**src/rtl/plane_tile_sched_if.sv**
```systemverilog
// plane_tile_sched_if: primitive input, evaluator drive, credit return and tile sideband
// signals of the tile scheduler; slave is the scheduler's view, master the environment's.
interface plane_tile_sched_if;
    logic        prim_valid;
    logic        prim_ready;
    logic [15:0] prim_xmin, prim_xmax, prim_ymin, prim_ymax;
    logic [17:0] prim_dzdx, prim_dzdy, prim_c;
    logic [15:0] pe_x, pe_y;
    logic [17:0] pe_dzdx, pe_dzdy, pe_c;
    logic        credit_ret;
    logic        tile_valid, tile_last;
    logic [15:0] tile_x, tile_y;
    logic        busy;

    modport slave (
        input  prim_valid, prim_xmin, prim_xmax, prim_ymin, prim_ymax,
               prim_dzdx, prim_dzdy, prim_c, credit_ret,
        output prim_ready, pe_x, pe_y, pe_dzdx, pe_dzdy, pe_c,
               tile_valid, tile_x, tile_y, tile_last, busy
    );

    modport master (
        output prim_valid, prim_xmin, prim_xmax, prim_ymin, prim_ymax,
               prim_dzdx, prim_dzdy, prim_c, credit_ret,
        input  prim_ready, pe_x, pe_y, pe_dzdx, pe_dzdy, pe_c,
               tile_valid, tile_x, tile_y, tile_last, busy
    );
endinterface

```
**src/rtl/plane_tile_sched.sv**
```systemverilog
// plane_tile_sched: walks a primitive's bounding box in SIZE x SIZE tiles, one credit-gated
// issue per cycle, with a sideband pipe marking which evaluator z outputs are real tiles.
module plane_tile_sched #(
    parameter int SIZE     = 2,
    parameter int PIPE_LAT = 20,
    parameter int Y_SKEW   = 9,
    parameter int CREDITS  = 8
) (
    input  logic              clk_i,
    input  logic              rst_ni,
    plane_tile_sched_if.slave io
);
    localparam int            CW   = $clog2(CREDITS + 1);
    localparam logic [15:0]   MASK = ~16'(SIZE - 1);
    localparam logic [16:0]   STEP = 17'(SIZE);
    localparam logic [CW-1:0] CMAX = CW'(CREDITS);

    typedef enum logic {IDLE, SCAN} state_e;

    state_e                    state_q, state_d;
    logic [15:0]               xmin_q, xmin_d, xmax_q, xmax_d, ymax_q, ymax_d;
    logic [15:0]               tx_q, tx_d, ty_q, ty_d;
    logic [17:0]               dzdx_q, dzdx_d, dzdy_q, dzdy_d, c_q, c_d;
    logic [CW-1:0]             cred_q, cred_d;
    logic [15:0]               pe_x_q, pe_y_q, tile_x_q, tile_y_q;
    logic [17:0]               pe_dzdx_q, pe_c_q, pe_dzdy_q;
    logic [Y_SKEW-1:0][17:0]   dzdy_line_q;
    logic [PIPE_LAT-1:0]       sb_v_q, sb_l_q;
    logic [PIPE_LAT-1:0][15:0] sb_x_q, sb_y_q;
    logic                      tile_valid_q, tile_last_q;
    logic [16:0]               nx, ny;
    logic                      row_end, last, issue, ready, accept, degen;

    // 17-bit steps so a box touching 0xFFFF ends its row instead of wrapping to 0
    always_comb begin
        nx      = {1'b0, tx_q} + STEP;
        ny      = {1'b0, ty_q} + STEP;
        row_end = nx > {1'b0, xmax_q};
        last    = row_end && ny > {1'b0, ymax_q};
        issue   = state_q == SCAN && cred_q != '0;
        ready   = state_q == IDLE || (issue && last);
        accept  = ready && io.prim_valid;
        degen   = io.prim_xmax < io.prim_xmin || io.prim_ymax < io.prim_ymin;
    end

    always_comb
        state_d = accept ? (degen ? IDLE : SCAN) : (issue && last) ? IDLE : state_q;

    always_comb begin
        xmin_d = accept ? io.prim_xmin & MASK : xmin_q;
        xmax_d = accept ? io.prim_xmax : xmax_q;
        ymax_d = accept ? io.prim_ymax : ymax_q;
        dzdx_d = accept ? io.prim_dzdx : dzdx_q;
        dzdy_d = accept ? io.prim_dzdy : dzdy_q;
        c_d    = accept ? io.prim_c : c_q;
        tx_d   = accept ? io.prim_xmin & MASK : issue ? (row_end ? xmin_q : nx[15:0]) : tx_q;
        ty_d   = accept ? io.prim_ymin & MASK : (issue && row_end) ? ny[15:0] : ty_q;
        cred_d = cred_q - CW'(issue) + CW'(io.credit_ret && (issue || cred_q != CMAX));
    end

    always_ff @(posedge clk_i or negedge rst_ni) begin
        if (!rst_ni) begin
            state_q      <= IDLE;
            xmin_q       <= '0;
            xmax_q       <= '0;
            ymax_q       <= '0;
            tx_q         <= '0;
            ty_q         <= '0;
            dzdx_q       <= '0;
            dzdy_q       <= '0;
            c_q          <= '0;
            cred_q       <= CMAX;
            pe_x_q       <= '0;
            pe_y_q       <= '0;
            pe_dzdx_q    <= '0;
            pe_c_q       <= '0;
            pe_dzdy_q    <= '0;
            dzdy_line_q  <= '0;
            sb_v_q       <= '0;
            sb_l_q       <= '0;
            sb_x_q       <= '0;
            sb_y_q       <= '0;
            tile_valid_q <= 1'b0;
            tile_last_q  <= 1'b0;
            tile_x_q     <= '0;
            tile_y_q     <= '0;
        end else begin
            state_q      <= state_d;
            xmin_q       <= xmin_d;
            xmax_q       <= xmax_d;
            ymax_q       <= ymax_d;
            tx_q         <= tx_d;
            ty_q         <= ty_d;
            dzdx_q       <= dzdx_d;
            dzdy_q       <= dzdy_d;
            c_q          <= c_d;
            cred_q       <= cred_d;
            if (issue) begin
                pe_x_q    <= tx_q;
                pe_y_q    <= ty_q;
                pe_dzdx_q <= dzdx_q;
                pe_c_q    <= c_q;
            end
            dzdy_line_q  <= {dzdy_line_q[Y_SKEW-2:0], issue ? dzdy_q : dzdy_line_q[0]};
            pe_dzdy_q    <= dzdy_line_q[Y_SKEW-1];
            sb_v_q       <= {sb_v_q[PIPE_LAT-2:0], issue};
            sb_l_q       <= {sb_l_q[PIPE_LAT-2:0], issue && last};
            sb_x_q       <= {sb_x_q[PIPE_LAT-2:0], issue ? tx_q : 16'h0};
            sb_y_q       <= {sb_y_q[PIPE_LAT-2:0], issue ? ty_q : 16'h0};
            tile_valid_q <= sb_v_q[PIPE_LAT-1];
            tile_last_q  <= sb_l_q[PIPE_LAT-1];
            tile_x_q     <= sb_x_q[PIPE_LAT-1];
            tile_y_q     <= sb_y_q[PIPE_LAT-1];
        end
    end

    // returning a credit while the count is already full means the downstream lost track
    credit_overflow: assert property (@(posedge clk_i) disable iff (!rst_ni)
        !(io.credit_ret && !issue && cred_q == CMAX));

    assign io.prim_ready = ready;
    assign io.pe_x       = pe_x_q;
    assign io.pe_y       = pe_y_q;
    assign io.pe_dzdx    = pe_dzdx_q;
    assign io.pe_c       = pe_c_q;
    assign io.pe_dzdy    = pe_dzdy_q;
    assign io.tile_valid = tile_valid_q;
    assign io.tile_last  = tile_last_q;
    assign io.tile_x     = tile_x_q;
    assign io.tile_y     = tile_y_q;
    assign io.busy       = state_q == SCAN || (|sb_v_q) || tile_valid_q;
endmodule
```
**src/flat_wrapper.sv**
```systemverilog
// flat-port wrapper written by rule: the top's interface ports become plain ports
module plane_tile_sched_flat 
#(
    parameter int SIZE     = 2,
    parameter int PIPE_LAT = 20,
    parameter int Y_SKEW   = 9,
    parameter int CREDITS  = 8
)
  (clk_i, rst_ni, io_prim_valid, io_prim_xmin, io_prim_xmax, io_prim_ymin, io_prim_ymax, io_prim_dzdx, io_prim_dzdy, io_prim_c, io_credit_ret, io_prim_ready, io_pe_x, io_pe_y, io_pe_dzdx, io_pe_dzdy, io_pe_c, io_tile_valid, io_tile_x, io_tile_y, io_tile_last, io_busy);
  plane_tile_sched_if io_i ();
  input  logic clk_i;
  input  logic rst_ni;
  input wire logic [$bits(io_i.prim_valid)-1:0] io_prim_valid;
  input wire logic [$bits(io_i.prim_xmin)-1:0] io_prim_xmin;
  input wire logic [$bits(io_i.prim_xmax)-1:0] io_prim_xmax;
  input wire logic [$bits(io_i.prim_ymin)-1:0] io_prim_ymin;
  input wire logic [$bits(io_i.prim_ymax)-1:0] io_prim_ymax;
  input wire logic [$bits(io_i.prim_dzdx)-1:0] io_prim_dzdx;
  input wire logic [$bits(io_i.prim_dzdy)-1:0] io_prim_dzdy;
  input wire logic [$bits(io_i.prim_c)-1:0] io_prim_c;
  input wire logic [$bits(io_i.credit_ret)-1:0] io_credit_ret;
  output wire logic [$bits(io_i.prim_ready)-1:0] io_prim_ready;
  output wire logic [$bits(io_i.pe_x)-1:0] io_pe_x;
  output wire logic [$bits(io_i.pe_y)-1:0] io_pe_y;
  output wire logic [$bits(io_i.pe_dzdx)-1:0] io_pe_dzdx;
  output wire logic [$bits(io_i.pe_dzdy)-1:0] io_pe_dzdy;
  output wire logic [$bits(io_i.pe_c)-1:0] io_pe_c;
  output wire logic [$bits(io_i.tile_valid)-1:0] io_tile_valid;
  output wire logic [$bits(io_i.tile_x)-1:0] io_tile_x;
  output wire logic [$bits(io_i.tile_y)-1:0] io_tile_y;
  output wire logic [$bits(io_i.tile_last)-1:0] io_tile_last;
  output wire logic [$bits(io_i.busy)-1:0] io_busy;
  assign io_i.prim_valid = io_prim_valid;
  assign io_i.prim_xmin = io_prim_xmin;
  assign io_i.prim_xmax = io_prim_xmax;
  assign io_i.prim_ymin = io_prim_ymin;
  assign io_i.prim_ymax = io_prim_ymax;
  assign io_i.prim_dzdx = io_prim_dzdx;
  assign io_i.prim_dzdy = io_prim_dzdy;
  assign io_i.prim_c = io_prim_c;
  assign io_i.credit_ret = io_credit_ret;
  assign io_prim_ready = io_i.prim_ready;
  assign io_pe_x = io_i.pe_x;
  assign io_pe_y = io_i.pe_y;
  assign io_pe_dzdx = io_i.pe_dzdx;
  assign io_pe_dzdy = io_i.pe_dzdy;
  assign io_pe_c = io_i.pe_c;
  assign io_tile_valid = io_i.tile_valid;
  assign io_tile_x = io_i.tile_x;
  assign io_tile_y = io_i.tile_y;
  assign io_tile_last = io_i.tile_last;
  assign io_busy = io_i.busy;
  plane_tile_sched #(.SIZE(SIZE), .PIPE_LAT(PIPE_LAT), .Y_SKEW(Y_SKEW), .CREDITS(CREDITS)) u_core (.clk_i(clk_i), .rst_ni(rst_ni), .io(io_i));
endmodule
```
**config.mk**
```make
export PLATFORM = sky130hd
export DESIGN_NAME = plane_tile_sched_flat
export DESIGN_NICKNAME = d
export VERILOG_FILES = /design/src/rtl/plane_tile_sched_if.sv /design/src/rtl/plane_tile_sched.sv /design/src/flat_wrapper.sv
export SDC_FILE = /design/constraint.sdc
export NUM_CORES = 1
export LEC_CHECK = 0
export CAP_MARGIN = 20
export CORE_MARGIN = 2
export CORE_UTILIZATION = 25
export DETAILED_ROUTE_END_ITERATION = 8
export PLACE_DENSITY = 0.38
export SETUP_SLACK_MARGIN = 0.1
export SKIP_CTS_REPAIR_TIMING = 1
export SYNTH_ARGS = -nofsm -noshare
export SYNTH_HDL_FRONTEND = slang
export SYNTH_SLANG_ARGS = --single-unit
```
**constraint.sdc**
```tcl
create_clock -name clk_i -period 4.47 [get_ports clk_i]
set_clock_uncertainty 0.05 [all_clocks]
set_input_delay 1.1175 -clock clk_i [delete_from_list [all_inputs] [get_ports clk_i]]
set_output_delay 1.1175 -clock clk_i [all_outputs]
set_load 0.01 [all_outputs]
```
==> results of run 1 <==
==> logic make-up (layout without fill, tap and decap cells) <==
kind of cell	Yosys count	after routing	synth area share (%)
buffers and inverters	128	622	1.77
adder cells (fa/ha/maj)	69	69	2.70
multiplexers	144	144	5.74
XOR/XNOR	42	42	1.14
AO/OA/AOI/OAI	106	106	2.27
flip-flops	1054	1054	81.9
AND/OR/NAND/NOR	316	316	4.49
other	1	7	0.0116
==> report_power, final <==
| part | leakage (nW) | switching (mW) | internal (mW) |
|---|---|---|---|
| Combinational | 4.82 | 3.49 | 3.41 |
| Sequential | 13.2 | 1.42 | 13.6 |
| Clock | 1.88 | 3.83 | 5.66 |
| Total | 19.9 | 8.74 | 22.6 |
==> per-stage QoR <==
stage                     utilization [%]  instances  setup slack, ps  area [um^2]  hold slack, ps
after floorplan                         -       1863              150        32200             281
after global placement               29.3       3806             -237        37400             281
after detailed placement             29.3       3806             -377        37400             285
after CTS                            32.3       4015            -1220        41200             276
after global routing                 32.4       4022             -587        41300             281
final                                32.4       4022             -338        41300             278
==> path summary, 6_finish.rpt <==
check	slack, ps	depth (start not counted)	to
max reg2reg	490	15	u_core.c_q[9]$_DFFE_PN0P_
max in group asynchronous	2800	3	u_core.cred_q[3]$_DFF_PN1_
max	-340	12	io_prim_ready
min reg2reg	280	0	u_core.sb_y_q[267]$_DFF_PN0_
min in group asynchronous	460	1	u_core.io.pe_dzdy[13]$_DFF_PN0_
min	280	0	u_core.sb_y_q[267]$_DFF_PN0_
==> flip-flops by register name (all words and copies together) (netlist names), 18 cells and up <==
| name | cells |
|---|---|
| u_core.c_q | 18 |
| u_core.dzdx_q | 18 |
| u_core.dzdy_line_q | 162 |
| u_core.dzdy_q | 18 |
| u_core.io.pe_c | 18 |
| u_core.io.pe_dzdx | 18 |
| u_core.io.pe_dzdy | 18 |
| u_core.sb_l_q | 20 |
| u_core.sb_v_q | 20 |
| u_core.sb_x_q | 300 |
| u_core.sb_y_q | 300 |
==> cell type report <==
type	instances	area share [%]
sequential	1054	63.8
multi-input combinational	681	13.0
timing repair buffer	336	8.04
clock buffer	168	7.91
tap	1662	5.03
clock inverter	41	1.47
inverter	77	0.699
antenna	3	0.0182
==> routing by layer <==
layer  vias to the layer above  part of all wire (%)  wire length, um  track usage, %
met5                         -                     0                0               0
met4                         0                   3.2             1980            4.42
met3                       121                   4.8             2980            2.44
met2                       284                    47            29000            15.0
met1                      7656                    45            28200            13.0
li1                       6907                     -                -               -
==> Yosys cell counts, types with 4 or more instances <==
library cell and n:
a211oi_1 4, a21o_1 41, a21oi_1 23, and3_1 32
buf_1 5, buf_2 9, buf_4 5, buf_6 8
clkbuf_1 24, dfrtp_1 1053, ha_1 68, inv_1 75
mux2_2 45, mux2_4 70, mux2i_1 29, nand2_1 196
nand3_1 13, nand4_1 18, nor2_1 16, nor3_1 10
nor3b_1 4, nor4_1 11, o211ai_1 4, o21ai_0 15
o22ai_1 4, xnor2_1 28, xor2_1 14
==> worst max-delay path: cells and delay by family, from the launching register on <==
family / cells / cell delay [ps]
flip-flops: 1 / 400
buffers and inverters: 2 / 340
adder cells (fa/ha/maj): 1 / 310
AND/OR/NAND/NOR: 5 / 1120
XOR/XNOR: 1 / 100
AO/OA/AOI/OAI: 3 / 650
==> summary.md, run 1 <==
| Metric | Value |
|---|---|
| Register bit total from synthesis | 1,054 |
| Final #Nets | 2,457 |
| CP max stage delay | 420 ps |
| CP max stage cell | or3_4 |
| Final Setup Violations | 1 |
| I/O Buffers | 239 |
| Post-synth EDFFs | 0 |
| First-pass GRT wire length | 99.8 mm |
| DPL Wire Length | 38.5 mm |
| Die footprint | 132,000 um^2 |
| Gr ovfl total | 0 |
| Layout cell share with drive strength beyond 1 | 17.5% |
| Origin of the worst setup path | u_core.tx_q[1]$_DFFE_PN0P_ |
| Achievable frequency | 208 MHz |
| Via density | 3.72 |
| Area leader, netlist | dfrtp_1 |
| Worst-path maximum fanout | 4 |
| Initial antenna violation count | 5 |
| Largest cells by area after synthesis | dfrtp_1, mux2_4, ha_1, nand2_1, mux2_2 |
| Register area | 26,400 um^2 |
| Status | finished with violations |
| Cell Chain, Critical Path | buf_4 > nand4_1 > or3_4 > nor2_1 > xor2_1 > ha_1 > nand4_1 > nor4_2 > a211o_1 > o21ai_4 > o41ai_4 > buf_4 |
| Arr. time, crit path | 3640 ps |
| Pre-antenna DRT Iters | 4 |
| Clock tree buffer depth | 3 |
| Worst-margin pin slew | 998 ps |
| # Max-Cap Violations | 0 |
| Class of the worst hold path | reg -> reg |
| Die extent in y | 363 um |
| Num CTS Buffers | 116 |
| Root Driver | clkbuf_16 |
| Reg2reg start | u_core.ty_q[2]$_DFFE_PN0P_ |
| Period utilization | 108% |
| Site Rows | 131 |
| Area of the multi-input gates | 5380 um^2 |
| Syn Inst Count | 1,860 |
| Total negative slack | -338 ps |
| P_leak | 19.9 nW |
| Failing checks | negative setup slack |
| Sequential area share after synthesis | 81.9% |
| YS warnings | 0 |
| Final WL | 62.2 mm |
| WP data required | 3300 ps |
| Synth cell types | 57 |
| VDD IR-drop max | 436 uV |
| Core box area | 128,000 um^2 |
| WS Path Type | reg -> out |
| Vias | 15,000 |
| Vias in the first global route | 16,600 |
| Cell Area, Synth | 32,200 um^2 |
| RSZ-0062 raised after global routing | true |
| Max-slew violation count | 0 |
| Fin crit period | 4810 ps |
| Area grow syn2layout | 28.3% |
| DRT iter0 DRCs | 788 |
| Commonest cells after routing, fill and taps aside | dfrtp_1, clkdlybuf4s50_1, nand2_1, clkbuf_16, buf_4 |
| Fillers | 12,300 |
| Latest clock arrival within the worst-skew pair | 710 ps |
| Critical Path End Type | primary output |
| Global Route Usage Sum | 9.74% |
| Slew HR | 33.4% |
| Top_reg_cell synth | dfrtp_1 |
| Clock sink total | 1,054 |
| Synth top area share | 81.8% |
| Post-route antenna net violation count | 0 |
| Die X-Extent | 363 um |
| FFs w/ async S/R, synth | 100% |
| Avg Cell Area, Syn | 17.3 um^2 |
| Total power | 31.4 mW |
| Number of H-tree levels | 3 |
| DRC | 0 |
| # IOs | 244 |
| Clock Pin Slew Worst Setup and Hold Paths | 60 ps |
| Largest net degree at the start of global routing | 130 |
| Hold Fails Final Rpt | 0 |
| Initial Util | 25.2% |
| CP Launch Type | flip-flop |
| Wirelength per Cell | 15.5 um |
| RD Place Congestion | 0.777 |
| Hold_sp | u_core.sb_y_q[251]$_DFF_PN0_ |
| PD cells | 759 nW/um^2 |
| Commonest non-fill, non-tap cell in the layout | dfrtp_1 |
| CTS tree | done |
| Final worst slack | -338 ps |
Power figures use the tool's default switching activity.
==> run 2, diff against run 1 <==
==> constraint.sdc (replaced) <==
create_clock -name clk_i -period 4.3 [get_ports clk_i]
set_clock_uncertainty 0.05 [all_clocks]
set_input_delay 1.075 -clock clk_i [delete_from_list [all_inputs] [get_ports clk_i]]
set_output_delay 1.075 -clock clk_i [all_outputs]
set_load 0.01 [all_outputs]
==> summary.md, run 2 (synthesis results as in run 1) <==
| Metric | Value |
|---|---|
| RSZ-0062 raised after global routing | true |
| Worst hold slack | 283 ps (+4.71 ps) |
| PD cells | 797 nW/um^2 (+5.0%) |
| Vias | 14,900 (-0.52%) |
| Largest net degree at the start of global routing | 140 (+7.7%) |
| Num CTS Buffers | 114 (-1.7%) |
| Worst-path maximum fanout | 3 (-1) |
| Failing checks | negative setup slack |
| DRT iter0 DRCs | 882 (+12%) |
| Layout Cells excl Fill | 4,024 (+0.050%) |
| DPL Wire Length | 39.0 mm (+1.4%) |
| DP Cell Count | 3,809 (+0.079%) |
| Die X-Extent | 363 um (unchanged) |
| Critical Path End Type | primary output |
| Class of the worst hold path | in -> async |
| Post-route antenna net violation count | 0 (unchanged) |
| Worst r2r path cells | 16 (+1) |
| Commonest cells after routing, fill and taps aside | dfrtp_1, clkdlybuf4s50_1, nand2_1, clkbuf_16, buf_4 |
| # Max-Cap Violations | 0 (unchanged) |
| Vias in the first global route | 16,600 (-0.17%) |
| Clock sink total | 1,054 (unchanged) |
| Initial antenna violation count | 0 (-5) |
| CP max stage cell | dfrtp_1 |
| Root Driver | clkbuf_16 |
| Layout cell share with drive strength beyond 1 | 19.0% (+1.4 points) |
| Total negative slack | -460 ps (-122 ps) |
| # IOs | 244 (unchanged) |
| Wirelength per Cell | 15.5 um (+0.42%) |
| VDD IR-drop max | 367 uV (-16%) |
| First-pass GRT wire length | 100 mm (+0.30%) |
| Die footprint | 132,000 um^2 (unchanged) |
| Global Route Usage Sum | 9.77% (+0.024 points) |
| Core box area | 128,000 um^2 (unchanged) |
| Number of H-tree levels | 3 (unchanged) |
| Final Setup Violations | 1 (unchanged) |
| Initial Util | 25.2% (unchanged) |
| Final worst slack | -460 ps (-122 ps) |
| RD Place Congestion | 0.768 (-1.3%) |
| DRC | 0 (unchanged) |
| CP max stage delay | 420 ps (about the same) |
| CP Launch Type | flip-flop |
| Arr. time, crit path | 3640 ps (about the same) |
| Fillers | 12,300 (+0.15%) |
| Die extent in y | 363 um (unchanged) |
| Gr ovfl total | 0 (unchanged) |
| Worst-margin pin slew | 793 ps (-206 ps) |
| Slew HR | 47.1% (+14 points) |
| Crit path depth | 12 (unchanged) |
| Antenna diode count | 0 (-3) |
| Register area | 26,400 um^2 (about the same) |
| CP delay by family, top | simple AND/OR/NAND/NOR gates |
| Largest regs | u_core.sb_x_q (300), u_core.sb_y_q (300), u_core.dzdy_line_q (162) |
| I/O Buffers | 239 (unchanged) |
| Pre-antenna DRT Iters | 6 (+2) |
| Clock tree buffer depth | 3 (unchanged) |
| Hold Fails Final Rpt | 0 (unchanged) |
| WS Path Type | reg -> out |
| Status | finished with violations |
| Via density | 3.70 (-0.57%) |
| Final #Nets | 2,462 (+0.20%) |
| Period utilization | 111% |
| Area grow syn2layout | 29.1% |
| Area of the multi-input gates | 5490 um^2 (+2.0%) |
| Fin crit period | 4760 ps |
| Latest clock arrival within the worst-skew pair | 700 ps (about the same) |
| Max-slew violation count | 0 (unchanged) |
| CTS tree | done |
| Clock Pin Slew Worst Setup and Hold Paths | 60 ps (about the same) |
| Total power | 33.2 mW (+5.7%) |
| Site Rows | 131 (unchanged) |
| Cell Chain, Critical Path | nand3_2 > or3_4 > or3_4 > xnor2_1 > ha_1 > a21o_1 > a211oi_2 > o31ai_1 > a2111oi_2 > buf_4 > o41ai_4 > buf_4 |
| Crit path buffers/inverters | 2 (unchanged) |
| Commonest non-fill, non-tap cell in the layout | dfrtp_1 |
| P_leak | 20.0 nW (+0.46%) |
| Final WL | 62.4 mm (+0.47%) |
| WP data required | 3170 ps (-130 ps) |
| Achievable frequency | 210 MHz |
run 2: power by group:
part / total, mW / leakage (nW) / switching [mW] / internal, mW
logic: 7.35 / 4.85 / 3.66 / 3.68
clock network: 10.2 / 1.94 / 4.00 / 6.17
registers: 15.6 / 13.2 / 1.54 / 14.1
run 2: cell type report:
class                   instances  area share, %
flip-flops and latches       1054           63.4
inverters                      77          0.695
clock inverters                42           1.61
clock buffers                 165           8.02
well taps                    1662           5.00
repair buffers                341           8.05
multi-input cells             683           13.2
run 2: path summary, 6_finish.rpt:
kind / from / end / slack (ps)
worst max-delay path: u_core.ty_q[1]$_DFFE_PN0P_ / io_prim_ready / -460
worst min-delay path: rst_ni / u_core.dzdy_line_q[153]$_DFF_PN0_ / 280
worst max register to register: u_core.ty_q[1]$_DFFE_PN0P_ / u_core.xmin_q[9]$_DFFE_PN0P_ / 290
worst min register to register: u_core.sb_x_q[313]$_DFF_PN0_ / u_core.io.tile_x[9]$_DFF_PN0_ / 290
max in group asynchronous: rst_ni / u_core.dzdx_q[7]$_DFFE_PN0P_ / 2670
min in group clk_i: u_core.sb_x_q[313]$_DFF_PN0_ / u_core.io.tile_x[9]$_DFF_PN0_ / 290
run 2: routing by layer:
| metal | share of wire, % | GRT usage [%] | vias up |
|---|---|---|---|
| met5 | 0 | 0 | - |
| met4 | 3.4 | 4.29 | 0 |
| met3 | 4.8 | 2.33 | 125 |
| met2 | 46 | 14.8 | 272 |
| met1 | 46 | 13.3 | 7547 |
| li1 | - | - | 6946 |
run 2: through the flow:
step                setup slack, ps  area, um^2  utilization [%]
floorplan                       184       32200                -
global placement               -610       37400             29.3
detailed placement             -543       37400             29.3
CTS                           -1380       41400             32.4
global route                   -642       41600             32.6
finish                         -460       41600             32.6
==> run 3, diff against run 2 <==
--- a/config.mk
+++ b/config.mk
@@ -9,7 +9,10 @@
 export CORE_MARGIN = 2
 export CORE_UTILIZATION = 25
 export DETAILED_ROUTE_END_ITERATION = 8
-export PLACE_DENSITY = 0.38
+export DONT_BUFFER_PORTS = 1
+export PLACE_DENSITY = 0.36
+export RECOVER_POWER = 50
+export REMOVE_ABC_BUFFERS = 1
 export SETUP_SLACK_MARGIN = 0.1
 export SKIP_CTS_REPAIR_TIMING = 1
 export SYNTH_ARGS = -nofsm -noshare
==> summary.md, run 3 (synthesis results as in run 1) <==
| Metric | Value |
|---|---|
| P_leak | 19.0 nW (-5.3%) |
| RSZ-0062 raised after global routing | true |
| DRC | 0 (unchanged) |
| Initial Util | 25.2% (unchanged) |
| Largest net degree at the start of global routing | 1,055 (+650%) |
| Most crowded layer after global routing | met2 |
| Gr ovfl total | 0 (unchanged) |
| Global Route Usage Sum | 9.30% (-0.47 points) |
| Fillers | 12,400 (+0.71%) |
| Worst hold stages | 0 |
| Max-slew violation count | 468 (+468) |
| Initial antenna violation count | 3 (+3) |
| DPL Wire Length | 33.2 mm (-15%) |
| Slew HR | -68.4% (-120 points) |
| Worst r2r path cells | 17 (+1) |
| CP max stage delay | 630 ps (+210 ps) |
| Reg2reg start | u_core.tx_q[1]$_DFFE_PN0P_ |
| Placed standard-cell area | 34,400 um^2 (-7.8%) |
| Failing checks | max-capacitance violations, max-slew violations, negative setup slack |
| Cell Chain, Critical Path | nand3_2 > buf_6 > nor3_4 > nand3_2 > nor2_2 > xor2_1 > ha_1 > nand4_1 > o31ai_2 > a2111oi_2 > buf_4 > o41ai_4 |
| Worst hold slack | 258 ps (-25.1 ps) |
| Achievable frequency | 209 MHz (-0.49%) |
| Clock Pin Slew Worst Setup and Hold Paths | 60 ps (about the same) |
| DRT iter0 DRCs | 903 (+2.4%) |
| Commonest cells after routing, fill and taps aside | dfrtp_1, nand2_1, clkbuf_16, inv_1, mux2_4 |
| Clock tree buffer depth | 3 (unchanged) |
| VDD IR-drop max | 337 uV (-8.1%) |
| GRT met3 Usage | 3.16% (+0.82 points) |
| Arr. time, crit path | 3660 ps (+20 ps) |
| First-pass GRT wire length | 94.8 mm (-5.3%) |
| I/O Buffers | 0 (-100%) |
| WP data required | 3170 ps (about the same) |
| Switching Share | 28.3% (+0.56 points) |
| Clock sink total | 1,054 (unchanged) |
| Die X-Extent | 363 um (unchanged) |
| Die extent in y | 363 um (unchanged) |
| Worst-margin pin slew | 2530 ps (+1730 ps) |
| Hold Path End | u_core.sb_x_q[179]$_DFF_PN0_ |
| # Max-Cap Violations | 3 (+3) |
| Number of H-tree levels | 3 (unchanged) |
| Psw | 9.06 mW (-1.4%) |
| RD Place Congestion | 0.759 (-1.1%) |
| Clock share of power | 32.4% (+1.7 points) |
| Root Driver | clkbuf_16 |
| CP Launch Type | flip-flop |
| Layout cell share with drive strength beyond 1 | 19.5% (+0.53 points) |
| Post-route antenna net violation count | 0 (unchanged) |
| CP max stage cell | o41ai_4 |
| Layout Cells excl Fill | 3,756 (-6.7%) |
| Wirelength per Cell | 15.8 um (+1.9%) |
| Hold Fails Final Rpt | 0 (unchanged) |
| Commonest non-fill, non-tap cell in the layout | dfrtp_1 |
| Vias | 14,100 (-5.6%) |
| Reg-to-reg endpoint | u_core.tx_q[6]$_DFFE_PN0P_ |
| Worst-path maximum fanout | 4 (+1) |
| Final #Nets | 2,188 (-11%) |
| Pre-antenna DRT Iters | 4 (-2) |
| Largest regs | u_core.sb_x_q (300), u_core.sb_y_q (300), u_core.dzdy_line_q (162) |
| DP Cell Count | 3,518 (-7.6%) |
| Core box area | 128,000 um^2 (unchanged) |
| WS Path Type | reg -> out |
| Internal | 23.0 mW (-4.1%) |
| Fin crit period | 4780 ps (+23.3 ps) |
| Final Setup Violations | 1 (unchanged) |
| Status | finished with violations |
| Final WL | 59.4 mm (-4.9%) |
| Die footprint | 132,000 um^2 (unchanged) |
| Latest clock arrival within the worst-skew pair | 740 ps (+40 ps) |
| Period utilization | 111% (+0.54 points) |
| Combinational fraction of design power | 17.8% (-4.4 points) |
| Num CTS Buffers | 118 (+3.5%) |
| Part of the power in registers | 49.8% (+2.6 points) |
| Via density | 3.74 (+1.1%) |
| Reg2reg setup slack | 210 ps (-80 ps) |
| CTS tree | done |
| Area grow syn2layout | 20.8% |
| Met2 Use GR | 13.8% (-1.0 points) |
| Met1 track demand over resource | 12.2% (-1.1 points) |
| Critical Path End Type | primary output |
| Final worst slack | -483 ps (-23.3 ps) |
| CP delay by family, top | compound AO/OA/AOI/OAI gates |
| PD cells | 823 nW/um^2 (+3.2%) |
| Class of the worst hold path | reg -> reg |
| # IOs | 244 (unchanged) |
| Hold_sp | u_core.sb_x_q[163]$_DFF_PN0_ |
| Setup Slack @ Placement | 6.60 ps (+549 ps) |
| Site Rows | 131 (unchanged) |
| Vias in the first global route | 15,500 (-6.5%) |
| Crit path buffers/inverters | 2 (unchanged) |
| Post-Layout Inst Area | 38,900 um^2 (-6.4%) |
| Top cell by count, worst path | nand3_2 |
## run 3: cell count changes in the layout (fill, tap and decap cells not counted), sizes merged
| cell | before | now |
|---|---|---|
| clkdlybuf4s50 | 237 | 0 |
| buf | 104 | 62 |
| clkinv | 18 | 29 |
| clkbuf | 165 | 170 |
| clkinvlp | 8 | 3 |
| nand2 | 199 | 197 |
| bufinv | 13 | 14 |
| diode | 0 | 1 |
## run 3: stage by stage
step | TNS, ps | total power [mW] | utilization [%]
floorplan | -337540 | 19.4 | -
global placement | 0 | 21.3 | 27.0
detailed placement | 0 | 21.6 | 27.0
CTS | -1340 | 32.3 | 30.2
global route | -78100 | 34.2 | 30.5
finish | -483 | 32.0 | 30.5
## run 3: metal layers
layer | up-vias | wire (um)
li1 | 6384 | -
met1 | 7200 | 26400
met2 | 330 | 26800
met3 | 133 | 4270
met4 | 4 | 1910
met5 | - | 21
## run 3: final cells by class
type | count | area (um^2) | share of cell area, %
Sequential cell | 1054 | 26400 | 67.8
Multi-Input combinational cell | 681 | 5490 | 14.1
Clock buffer | 167 | 3340 | 8.57
Tap cell | 1662 | 2080 | 5.34
Clock inverter | 49 | 766 | 1.97
Timing Repair Buffer | 65 | 587 | 1.51
Inverter | 77 | 292 | 0.749
Antenna cell | 1 | 2.50 | 0.00643
## run 3: worst max path at each step
stage | start | endpoint | depth (start not counted)
after floorplan | u_core.cred_q[2]$_DFF_PN0_ | u_core.cred_q[2]$_DFF_PN0_ | 11
after global placement | u_core.ty_q[1]$_DFFE_PN0P_ | u_core.dzdx_q[17]$_DFFE_PN0P_ | 15
after detailed placement | u_core.tx_q[2]$_DFFE_PN0P_ | io_prim_ready | 12
after CTS | u_core.ty_q[1]$_DFFE_PN0P_ | io_prim_ready | 11
after global routing | u_core.ty_q[2]$_DFFE_PN0P_ | io_prim_ready | 12
final | u_core.ty_q[2]$_DFFE_PN0P_ | io_prim_ready | 12
## run 3: power groups by stage
stage | registers [mW] | clock network (mW) | logic [mW]
after floorplan | 15.6 | 0 | 3.78
after global placement | 16.1 | 0 | 5.21
after detailed placement | 16.2 | 0 | 5.35
after CTS | 16.0 | 10.9 | 5.38
after global routing | 16.5 | 11.3 | 6.37
final | 16.0 | 10.4 | 5.70
## run 3: worst reg2reg max path: cells and delay by family, from the launching register on
kind | cells | cell delay, ps
AOI/OAI and AO/OA | 5 | 910
xor gates and xnor gates | 1 | 180
adders and majority gates | 2 | 510
buffers and inverters | 4 | 930
DFF | 1 | 430
muxes | 2 | 540
and+or+nand+nor | 3 | 410
